[config.mk]
export PLATFORM = sky130hd
export DESIGN_NAME = cpmg_echo_acq
export DESIGN_NICKNAME = d
export VERILOG_FILES = /design/src/rtl/cpmg_echo_acq_pkg.sv /design/src/rtl/cpmg_echo_acq_accum.sv /design/src/rtl/cpmg_echo_acq.sv
export SDC_FILE = /design/constraint.sdc
export NUM_CORES = 1
export LEC_CHECK = 0
export ABC_CLOCK_PERIOD_IN_PS = 7150
export BUFFER_PORTS_ARGS = -buffer_cell sky130_fd_sc_hd__buf_2
export CAP_MARGIN = 20
export CORE_MARGIN = 2
export CORE_UTILIZATION = 35
export CTS_CLUSTER_DIAMETER = 40
export DETAILED_ROUTE_END_ITERATION = 8
export HOLD_SLACK_MARGIN = 0.03
export PLACE_DENSITY_LB_ADDON = 0.2
export SLEW_MARGIN = 20
export SYNTH_ARGS = -nofsm -noshare
export SYNTH_HDL_FRONTEND = slang
export SYNTH_SLANG_ARGS = --single-unit
export TNS_END_PERCENT = 20
[constraint.sdc]
create_clock -name clk -period 7.15 [get_ports clk]
set_clock_uncertainty 0.1 [all_clocks]
set_input_delay 0.3575 -clock clk [delete_from_list [all_inputs] [get_ports clk]]
set_output_delay 0.3575 -clock clk [all_outputs]
set_load 0.01 [all_outputs]
[src/rtl/cpmg_echo_acq_pkg.sv]
`default_nettype none
// ============================================================================
//  cpmg_pkg : shared types and constants for the CPMG generator/receiver pair
//  Rev 1.0
// ============================================================================
package cpmg_pkg;

    typedef enum logic [2:0] {
        S_IDLE  = 3'd0,
        S_ARMED = 3'd1,
        S_FIRST = 3'd2,
        S_BLANK = 3'd3,
        S_ACQ   = 3'd4,
        S_WAIT  = 3'd5,
        S_DONE  = 3'd6
    } state_e;

    localparam logic [15:0] HIGH_VALUE    = 16'h7FF8;
    localparam logic [15:0] LOW_VALUE     = 16'h0000;
    localparam int          SUM_W_DEFAULT = 40;

endpackage : cpmg_pkg
`default_nettype wire

[src/rtl/cpmg_echo_acq_accum.sv]
`default_nettype none
// ============================================================================
//  echo_accum : signed window accumulator with sample counter and full flag
//  Rev 1.0
// ============================================================================
module echo_accum #(
    parameter int SUM_W = 40,
    parameter int ADC_W = 16
) (
    input  logic                    clk_i,
    input  logic                    rst_n_i,
    input  logic                    clr_i,
    input  logic                    en_i,
    input  logic signed [ADC_W-1:0] sample_i,
    input  logic [15:0]             win_len_i,
    output logic signed [SUM_W-1:0] sum_o,
    output logic                    win_full_o
);

    logic signed [SUM_W-1:0] sum_q, sum_d, ext_w;
    logic [15:0]             cnt_q, cnt_d;

    assign ext_w = {{(SUM_W-ADC_W){sample_i[ADC_W-1]}}, sample_i};

    // clear together with enable restarts the window on the current sample
    always_comb begin
        sum_d = sum_q;
        cnt_d = cnt_q;
        if (clr_i) begin
            sum_d = en_i ? ext_w : '0;
            cnt_d = en_i ? 16'd1 : 16'd0;
        end else if (en_i) begin
            sum_d = sum_q + ext_w;
            cnt_d = cnt_q + 16'd1;
        end
    end

    always_ff @(posedge clk_i or negedge rst_n_i) begin
        if (!rst_n_i) begin
            sum_q <= '0;
            cnt_q <= '0;
        end else begin
            sum_q <= sum_d;
            cnt_q <= cnt_d;
        end
    end

    assign sum_o      = sum_q;
    assign win_full_o = (cnt_q == win_len_i);

endmodule : echo_accum
`default_nettype wire

[src/rtl/cpmg_echo_acq.sv]
`default_nettype none
// ============================================================================
//  cpmg_echo_acq : opens one ADC summing window per CPMG refocusing pulse
//  Rev 1.0
// ============================================================================
module cpmg_echo_acq
    import cpmg_pkg::*;
#(
    parameter int SUM_W = SUM_W_DEFAULT,
    parameter int ADC_W = 16
) (
    input  logic                    clk,
    input  logic                    rst,
    input  logic                    arm,
    input  logic [15:0]             tx_data,
    input  logic signed [ADC_W-1:0] adc_data,
    input  logic [31:0]             blank_cycles,
    input  logic [15:0]             win_len,
    input  logic [15:0]             num_echoes,
    output logic signed [SUM_W-1:0] echo_sum,
    output logic [15:0]             echo_idx,
    output logic                    echo_trunc,
    output logic                    echo_valid,
    input  logic                    echo_ready,
    output logic                    busy,
    output logic                    done,
    output logic                    overrun
);

    state_e                  state_q, state_d;
    logic                    pulse_q, pulse_d1_q;
    logic signed [ADC_W-1:0] adc_q;
    logic [31:0]             blank_cfg_q, blank_q, blank_d;
    logic [15:0]             win_cfg_q, num_cfg_q, seq_cnt_q, seq_d;
    logic                    fall_w, rise_w, win_full_w;
    logic                    acc_clr_w, acc_en_w, emit_w, emit_trunc_w;
    logic signed [SUM_W-1:0] acc_sum_w;
    logic signed [SUM_W-1:0] sum_q;
    logic [15:0]             idx_q;
    logic                    trunc_q, valid_q, overrun_q;

    assign fall_w = pulse_d1_q & ~pulse_q;
    assign rise_w = pulse_q & ~pulse_d1_q;

    echo_accum #(.SUM_W(SUM_W), .ADC_W(ADC_W)) u_accum (
        .clk_i      (clk),
        .rst_n_i    (rst),
        .clr_i      (acc_clr_w),
        .en_i       (acc_en_w),
        .sample_i   (adc_q),
        .win_len_i  (win_cfg_q),
        .sum_o      (acc_sum_w),
        .win_full_o (win_full_w)
    );

    always_comb begin
        state_d      = state_q;
        blank_d      = blank_q;
        seq_d        = seq_cnt_q;
        acc_clr_w    = 1'b0;
        acc_en_w     = 1'b0;
        emit_w       = 1'b0;
        emit_trunc_w = 1'b0;
        if (arm) begin
            acc_clr_w = 1'b1;
            seq_d     = 16'd0;
            state_d   = (num_echoes == 16'd0) ? S_DONE : S_ARMED;
        end else begin
            case (state_q)
                S_ARMED: if (fall_w) state_d = S_FIRST;
                // the falling-edge cycle itself is the first blanking cycle
                S_FIRST, S_WAIT: begin
                    if (fall_w) begin
                        acc_clr_w = 1'b1;
                        if (blank_cfg_q == 32'd0) begin
                            acc_en_w = 1'b1;
                            state_d  = S_ACQ;
                        end else if (blank_cfg_q == 32'd1) begin
                            state_d = S_ACQ;
                        end else begin
                            blank_d = blank_cfg_q - 32'd1;
                            state_d = S_BLANK;
                        end
                    end
                end
                S_BLANK: begin
                    if (rise_w) begin
                        emit_w       = 1'b1;
                        emit_trunc_w = 1'b1;
                    end else if (blank_q == 32'd1) begin
                        state_d = S_ACQ;
                    end else begin
                        blank_d = blank_q - 32'd1;
                    end
                end
                S_ACQ: begin
                    if (win_full_w) begin
                        emit_w = 1'b1;
                    end else if (rise_w) begin
                        emit_w       = 1'b1;
                        emit_trunc_w = 1'b1;
                    end else begin
                        acc_en_w = 1'b1;
                    end
                end
                default: ;
            endcase
            if (emit_w) begin
                acc_clr_w = 1'b1;
                seq_d     = seq_cnt_q + 16'd1;
                state_d   = (seq_cnt_q == num_cfg_q - 16'd1) ? S_DONE : S_WAIT;
            end
        end
    end

    always_ff @(posedge clk or negedge rst) begin
        if (!rst) begin
            state_q     <= S_IDLE;
            pulse_q     <= 1'b0;
            pulse_d1_q  <= 1'b0;
            adc_q       <= '0;
            blank_cfg_q <= '0;
            win_cfg_q   <= 16'd1;
            num_cfg_q   <= '0;
            blank_q     <= '0;
            seq_cnt_q   <= '0;
        end else begin
            state_q    <= state_d;
            pulse_q    <= (tx_data != LOW_VALUE);
            pulse_d1_q <= pulse_q;
            adc_q      <= adc_data;
            blank_q    <= blank_d;
            seq_cnt_q  <= seq_d;
            if (arm) begin
                blank_cfg_q <= blank_cycles;
                win_cfg_q   <= (win_len == 16'd0) ? 16'd1 : win_len;
                num_cfg_q   <= num_echoes;
            end
        end
    end

    // one-entry holding register; a result arriving while blocked is dropped
    always_ff @(posedge clk or negedge rst) begin
        if (!rst) begin
            sum_q     <= '0;
            idx_q     <= '0;
            trunc_q   <= 1'b0;
            valid_q   <= 1'b0;
            overrun_q <= 1'b0;
        end else if (arm) begin
            idx_q     <= '0;
            valid_q   <= 1'b0;
            overrun_q <= 1'b0;
        end else if (emit_w && (!valid_q || echo_ready)) begin
            sum_q   <= acc_sum_w;
            idx_q   <= seq_cnt_q;
            trunc_q <= emit_trunc_w;
            valid_q <= 1'b1;
        end else begin
            if (emit_w)
                overrun_q <= 1'b1;
            if (valid_q && echo_ready)
                valid_q <= 1'b0;
        end
    end

    assign echo_sum   = sum_q;
    assign echo_idx   = idx_q;
    assign echo_trunc = trunc_q;
    assign echo_valid = valid_q;
    assign overrun    = overrun_q;
    assign busy       = (state_q != S_IDLE) && (state_q != S_DONE);
    assign done       = (state_q == S_DONE);

endmodule : cpmg_echo_acq
`default_nettype wire

==> Yosys cells after proc, flatten, opt, wreduce, memory -nomap -nowiden <==
Cells that the tools add are included.
{ "classes": {"n_bitwise": 5, "n_reduce_logical": 22, "n_eq_ne": 21, "n_mux": 51, "add_sub_neg": 6} }
{ "ops": {"columns": ["operator", "n"], "rows": [
  ["two-way mux 32 bit", 5],
  ["two-way mux 40 bit", 3],
  ["two-way mux 16 bit", 7],
  ["== test 32 x 1 -> 1 bit (second input constant)", 2],
  ["case mux 32 bit (2 select lines)", 1],
  ["subtractor 32 x 1 -> 32 bit (second input constant)", 2],
  ["adder 40 x 16 -> 40 bit", 1],
  ["adder 16 x 1 -> 16 bit (second input constant)", 2],
  ["== test 16 bit", 2],
  ["logical NOT 16 bit", 2],
  ["logical NOT 32 bit", 1],
  ["two-way mux 3 bit", 9],
  ["two-way mux 1 bit", 21],
  ["inequality test 4 bit (second input constant)", 4],
  ["nonzero test 16 bit", 1],
  ["subtractor 16 x 1 -> 16 bit (second input constant)", 1],
  ["inequality test 2 bit (second input constant)", 6],
  ["nonzero test 2 bit", 5],
  ["== test 3 bit (second input constant)", 3],
  ["case mux 3 bit (3 select lines)", 1],
  ["AND reduction 7 bit", 1],
  ["== test 3 x 2 -> 1 bit (second input constant)", 2],
  ["case mux 1 bit (2 select lines)", 3],
  ["nonzero test 3 bit", 2],
  ["12 further kinds", 18]
]} }
{ "word_totals": {"regBits": 248, "inputBits": 100, "elab_cells": 121, "out_inout_bits": 61} }

==> Depth between registers and ports, before layout <==
{ "depth": {"ltp_word": 10, "mapped_depth": 12, "mapped_depth_nobuf": 12} }

==> Cells and area by module <==
A second synthesis with hierarchy kept.
{ "unflattened": {"hier_cells": 1495, "area_unflattened_um2": 14447.6} }
{ "modules_own_cells": {"columns": ["mod", "n_inst", "seq_area_each_um2", "area_per_inst_um2", "cells_each"], "rows": [
  ["cpmg_echo_acq", 1, 4805.9, 9575.4, 904],
  ["echo_accum", 1, 1401.3, 4872.2, 591]
]} }

==> Least setup slack after synthesis <==
No wires, ideal clock.
{ "synth_timing": {"path_type": "register to register", "from": "register adc_q[15]", "to": "register u_accum.sum_q[30], in the netlist u_accum.sum_o[30]", "required_ps": 6924, "period_less_slack_ps": 3350, "path_stages_with_launch": 11, "slack_ps": 3800, "n_path_buf": 0, "t_arrival_ps": 3124, "setup_ps": 126, "path_cell_list": "dfrtp_1 -> ha_1 -> a21oi_1 -> o211ai_1 -> a2111oi_0 -> a211oi_1 -> o21ai_0 -> o22ai_1 -> a31oi_1 -> xnor2_1 -> a221o_1"} }
{ "synth_via": {"elab_chain_cells": 3, "word_cells_on_any_way": 4, "cone_classes": "1 x add/sub; 3 x mux"} }
{ "synth_rtl": {"columns": ["item", "line", "source"], "rows": [
  ["from (decl)", "cpmg_echo_acq.sv:32", "logic signed [ADC_W-1:0] adc_q;"],
  ["from (signal assigned)", "cpmg_echo_acq.sv:131", "adc_q <= adc_data;"],
  ["adder 40 x 16 -> 40 bit", "cpmg_echo_acq_accum.sv:33", "sum_d = sum_q + ext_w;"],
  ["two-way mux 40 bit", "cpmg_echo_acq_accum.sv:32", "end else if (en_i) begin"],
  ["two-way mux 40 bit *", "cpmg_echo_acq_accum.sv:29", "if (clr_i) begin"],
  ["to (signal assigned)", "cpmg_echo_acq_accum.sv:43", "sum_q <= sum_d;"],
  ["to (decl)", "cpmg_echo_acq_accum.sv:20", "logic signed [SUM_W-1:0] sum_q, sum_d, ext_w;"]
]} }
Mark *: on every way between the ends. The rest lies on a longest branch, timed or not. The select of a mux whose other input is x is not followed.
A chain may end at the register's enable or synchronous reset.

==> Worst setup path after layout <==
{ "layout_timing": {"from": "register blank_cfg_q[8]", "to": "register u_accum.cnt_q[11]"} }
{ "layout_via": {"elab_chain_cells": 6} }
{ "layout_rtl": {"columns": ["item", "line", "source"], "rows": [
  ["from (decl)", "cpmg_echo_acq.sv:33", "logic [31:0] blank_cfg_q, blank_q, blank_d;"],
  ["from (signal assigned)", "cpmg_echo_acq.sv:135", "blank_cfg_q <= blank_cycles;"],
  ["logical NOT 32 bit", "cpmg_echo_acq.sv:75", "if (blank_cfg_q == 32'd0) begin"],
  ["two-way mux 1 bit", "cpmg_echo_acq.sv:75", null],
  ["two-way mux 1 bit", "cpmg_echo_acq.sv:73", "if (fall_w) begin"],
  ["case mux 1 bit (2 select lines)", "cpmg_echo_acq.sv:69", "case (state_q)"],
  ["two-way mux 1 bit", "cpmg_echo_acq.sv:64", "if (arm) begin"],
  ["nonzero test 2 bit (no line)", null, null],
  ["to (signal assigned)", "cpmg_echo_acq_accum.sv:44", "cnt_q <= cnt_d;"],
  ["to (decl)", "cpmg_echo_acq_accum.sv:21", "logic [15:0] cnt_q, cnt_d;"]
]} }
Every way passes these cells.

==> metrics <==
outcome completed; crit-path max FO 18; initial core utilization 0.3537; H-tree Lvls 2; Setup WS pre-CTS 3.179 ns; critical path class reg2reg; crit path cell chain or4_4, or4b_4, nor4_4, nand4b_4, nand2b_1, nand4_1, or3_1, a21oi_1; std cell rows 73; post-route design area 17890 sq um; die width 204.1 um; nets 1823; Power Total 4.916 mW; hpwl dp 26390 um; initial drt markers 543; top_reg_cell synth dfrtp_1; Yosys reg bits 248; CTS Root Cell clkbuf_16; mux contribution to synthesized area 0.08585; setup violators final 0; antenna violations before repair 0; Syn-to-layout area delta 27.59%; post-synth cell types 71; largest net degree at the start of global routing 160; CP arrival 4.35 ns; Critical Path Source Type flop; fin. max-slew vios 0; CTS buffer count 46; CP max-delay cell or4_4; Final Hold Fails 0; slew at the pin closest to its max-slew limit 0.9640 ns; Syn Inst Count 1434; Sink Count 248; vias in the first global route 12210; ANT nets after route 0; period utilisation layout 0.5564; setup TNS 0 ns; total of max-cap violations 0; Crit. End Element flop; Pre-Repair DR Iteration Count 5; main combinational cell family by area after synthesis compound AO/OA/AOI/OAI gates; worst vdd ir 0.1743 mV; yosys warns 0; Synth Area in Simple Gates 0.1580; DR vias/cell 5.306; top post-synthesis cells by area dfrtp_1, mux2_2, xnor2_1; routed via count 11870; post-synthesis xor/xnor area fraction 0.07184; GPL Wtd Cong 0.8412; RSZ-0062 raised after global routing false; fin worst setup slack 3.172 ns; Die Ht 204.1 um; post-synth top area share 0.4409; Worst EP required 7.53 ns; area of the core 39640 sq um; Tot GR Track Use 0.1913; placed insts 2066; Cell Count, Final, Fillers Out 2237; dpl cell area 15400 sq um; Synth area leader dfrtp_1; Mean Syn Cell Area 9.777 sq um; Post-CTS Setup Bufs 0; IO buf count 160; final antenna diode count 0; Synth Area in Adders 0.04337; Hold/Removal Path Class in2reg; Critical Path Max Stage Delay 0.58 ns; CTS tree done; max_slew headroom 0.3574; Max clock buf depth 3; Max Fclk 251.4 MHz; Post-synth EDFFs 0; fin crit period 3.978 ns; pwr/cell area 274.9 nW/um^2; syn_nets 1582; DR WL/cell 17.53 um; async set-or-reset flop fraction in the synthesized netlist 1.000; GRT overflow 0; Boundary Pins 161; Cell Area, Synth 14020 sq um; DRC 0; Leak 7.949 nW; final WL 39220 um; first-pass GRT wire length 64430 um; share of layout cells above drive strength 1 0.2173; clk slew on worst S/H paths 0.05 ns; die area 41670 sq um; post-synthesis sequential area ratio 0.4427; fraction of the mapped netlist area in compound gates 0.1709; clk_lat worst skew 0.56 ns
-- critical path: cells and delay by family, from the launching register on --
family             cells  cell delay [ns]
and+or+nand+nor        7             3.18
DFF                    1             0.44
AOI/OAI and AO/OA      1             0.15
-- synth_stat cells (all sizes together) (7+ instances only) --
cell type and count:
nand2b 11, mux2 98, nor4 30, nand2 73, mux2i 10, a22oi 17, nor2b 18, nand4 21
a31oi 13, nand3 37, nor3 42, a22o 19, clkbuf 58, ha 47, inv 33, or3 26
nand3b 10, and2 8, or4 7, a221o 7, o211ai 14, buf 9, a21o 14, and3 12
o21a 7, dfrtp 247, xor2 44, o21ai 97, nor2 126, o22ai 22, a21oi 112, xnor2 71
a211oi 13
-- final cells by class --
| cell class | count | area, sq um |
|---|---|---|
| inverter | 33 | 123.9 |
| fill | 3740 | 21750 |
| sequential | 248 | 6207 |
| clock buffer | 51 | 1211 |
| timing repair buffer | 260 | 1809 |
| clock inverter | 34 | 400.4 |
| multi-input combinational | 1086 | 7478 |
| tap | 525 | 656.9 |
-- per-layer routing --
| metal | wire [um] | vias up | part of all wire | track usage |
|---|---|---|---|---|
| met5 | 0 | - | 0 | 0 |
| met4 | 1120 | 0 | 0.029 | 0.07169 |
| met3 | 1677 | 79 | 0.043 | 0.03268 |
| met2 | 18580 | 253 | 0.47 | 0.3146 |
| met1 | 17840 | 5768 | 0.45 | 0.2521 |
| li1 | - | 5770 | - | - |
-- report_power, final --
| part | total [mW] | switching [mW] | internal, mW |
|---|---|---|---|
| logic | 0.897 | 0.491 | 0.405 |
| clock network | 2.27 | 0.810 | 1.46 |
| registers | 1.75 | 0.180 | 1.57 |
-- path summary, 6_finish.rpt --
path | startpoint | end | slack (ns) | cells after the start
hold reg to reg | pulse_q$_DFF_PN0_ | pulse_d1_q$_DFF_PN0_ | 0.35 | 0
min in group asynchronous | rst | blank_q[12]$_DFFE_PN0P_ | 0.30 | 2
max in group asynchronous | rst | echo_sum[23]$_DFFE_PN0P_ | 5.27 | 3
setup reg to reg | blank_cfg_q[8]$_DFFE_PN0P_ | u_accum.cnt_q[11]$_DFFE_PN0P_ | 3.17 | 8
hold / removal | arm | seq_cnt_q[0]$_DFFE_PN0P_ | 0.28 | 2
setup / recovery | blank_cfg_q[8]$_DFFE_PN0P_ | u_accum.cnt_q[11]$_DFFE_PN0P_ | 3.17 | 8
-- logic make-up after synthesis --
| kind of cell | Yosys count |
|---|---|
| adder cells (fa/ha/maj) | 48 |
| AO/OA/AOI/OAI | 380 |
| flip-flops | 248 |
| XOR/XNOR | 115 |
| buffers and inverters | 100 |
| multiplexers | 108 |
| AND/OR/NAND/NOR | 435 |
-- per-stage QoR --
step | hold WS [ns] | util
floorplan | -0.03809 | -
global placement | 0.3405 | 0.3883
detailed placement | 0.3413 | 0.3884
CTS | 0.2491 | 0.4505
global route | 0.2948 | 0.4512
finish | 0.2775 | 0.4512
-- sequential cells by signal, indices dropped and copies added, names as in the netlist --
| name | cells |
|---|---|
| echo_idx | 16 |
| echo_valid | 1 |
| state_q | 3 |
| u_accum.cnt_q | 16 |
| echo_sum | 40 |
| echo_trunc | 1 |
| overrun | 1 |
| adc_q | 16 |
| blank_q | 32 |
| blank_cfg_q | 32 |
| win_cfg_q | 16 |
| pulse_d1_q | 1 |
| pulse_q | 1 |
| u_accum.sum_o | 40 |
| num_cfg_q | 16 |
| seq_cnt_q | 16 |
-- what timing repair did --
item                                   in CTS  in global routing
hold buffers                               85                  0
gates resized for setup                     0                  0
endpoints found under the hold margin     172                  0
-- placed cells by master (no fill, tap or decap), types with 8 or more instances in the layout --
cell type / count
mux2i_1: 10
xor2_1: 44
inv_1: 33
dlygate4sd3_1: 85
buf_2: 158
a31oi_1: 13
o22ai_1: 22
a21oi_1: 111
clkbuf_16: 47
nor2b_1: 17
clkinv_2: 8
o21ai_0: 95
nand3_1: 37
nand4_1: 20
o211ai_1: 14
and3_1: 12
and2_1: 8
nand2b_1: 11
mux2_2: 98
buf_4: 14
a211oi_1: 13
nand3b_1: 10
nor2_1: 125
nor4_1: 28
xnor2_1: 71
ha_1: 47
or3_1: 26
nand2_1: 73
a22o_1: 19
a22oi_1: 17
dfrtp_1: 247
a21o_1: 14
nor3_1: 42
No activity file was read; power rests on OpenSTA's default activity.
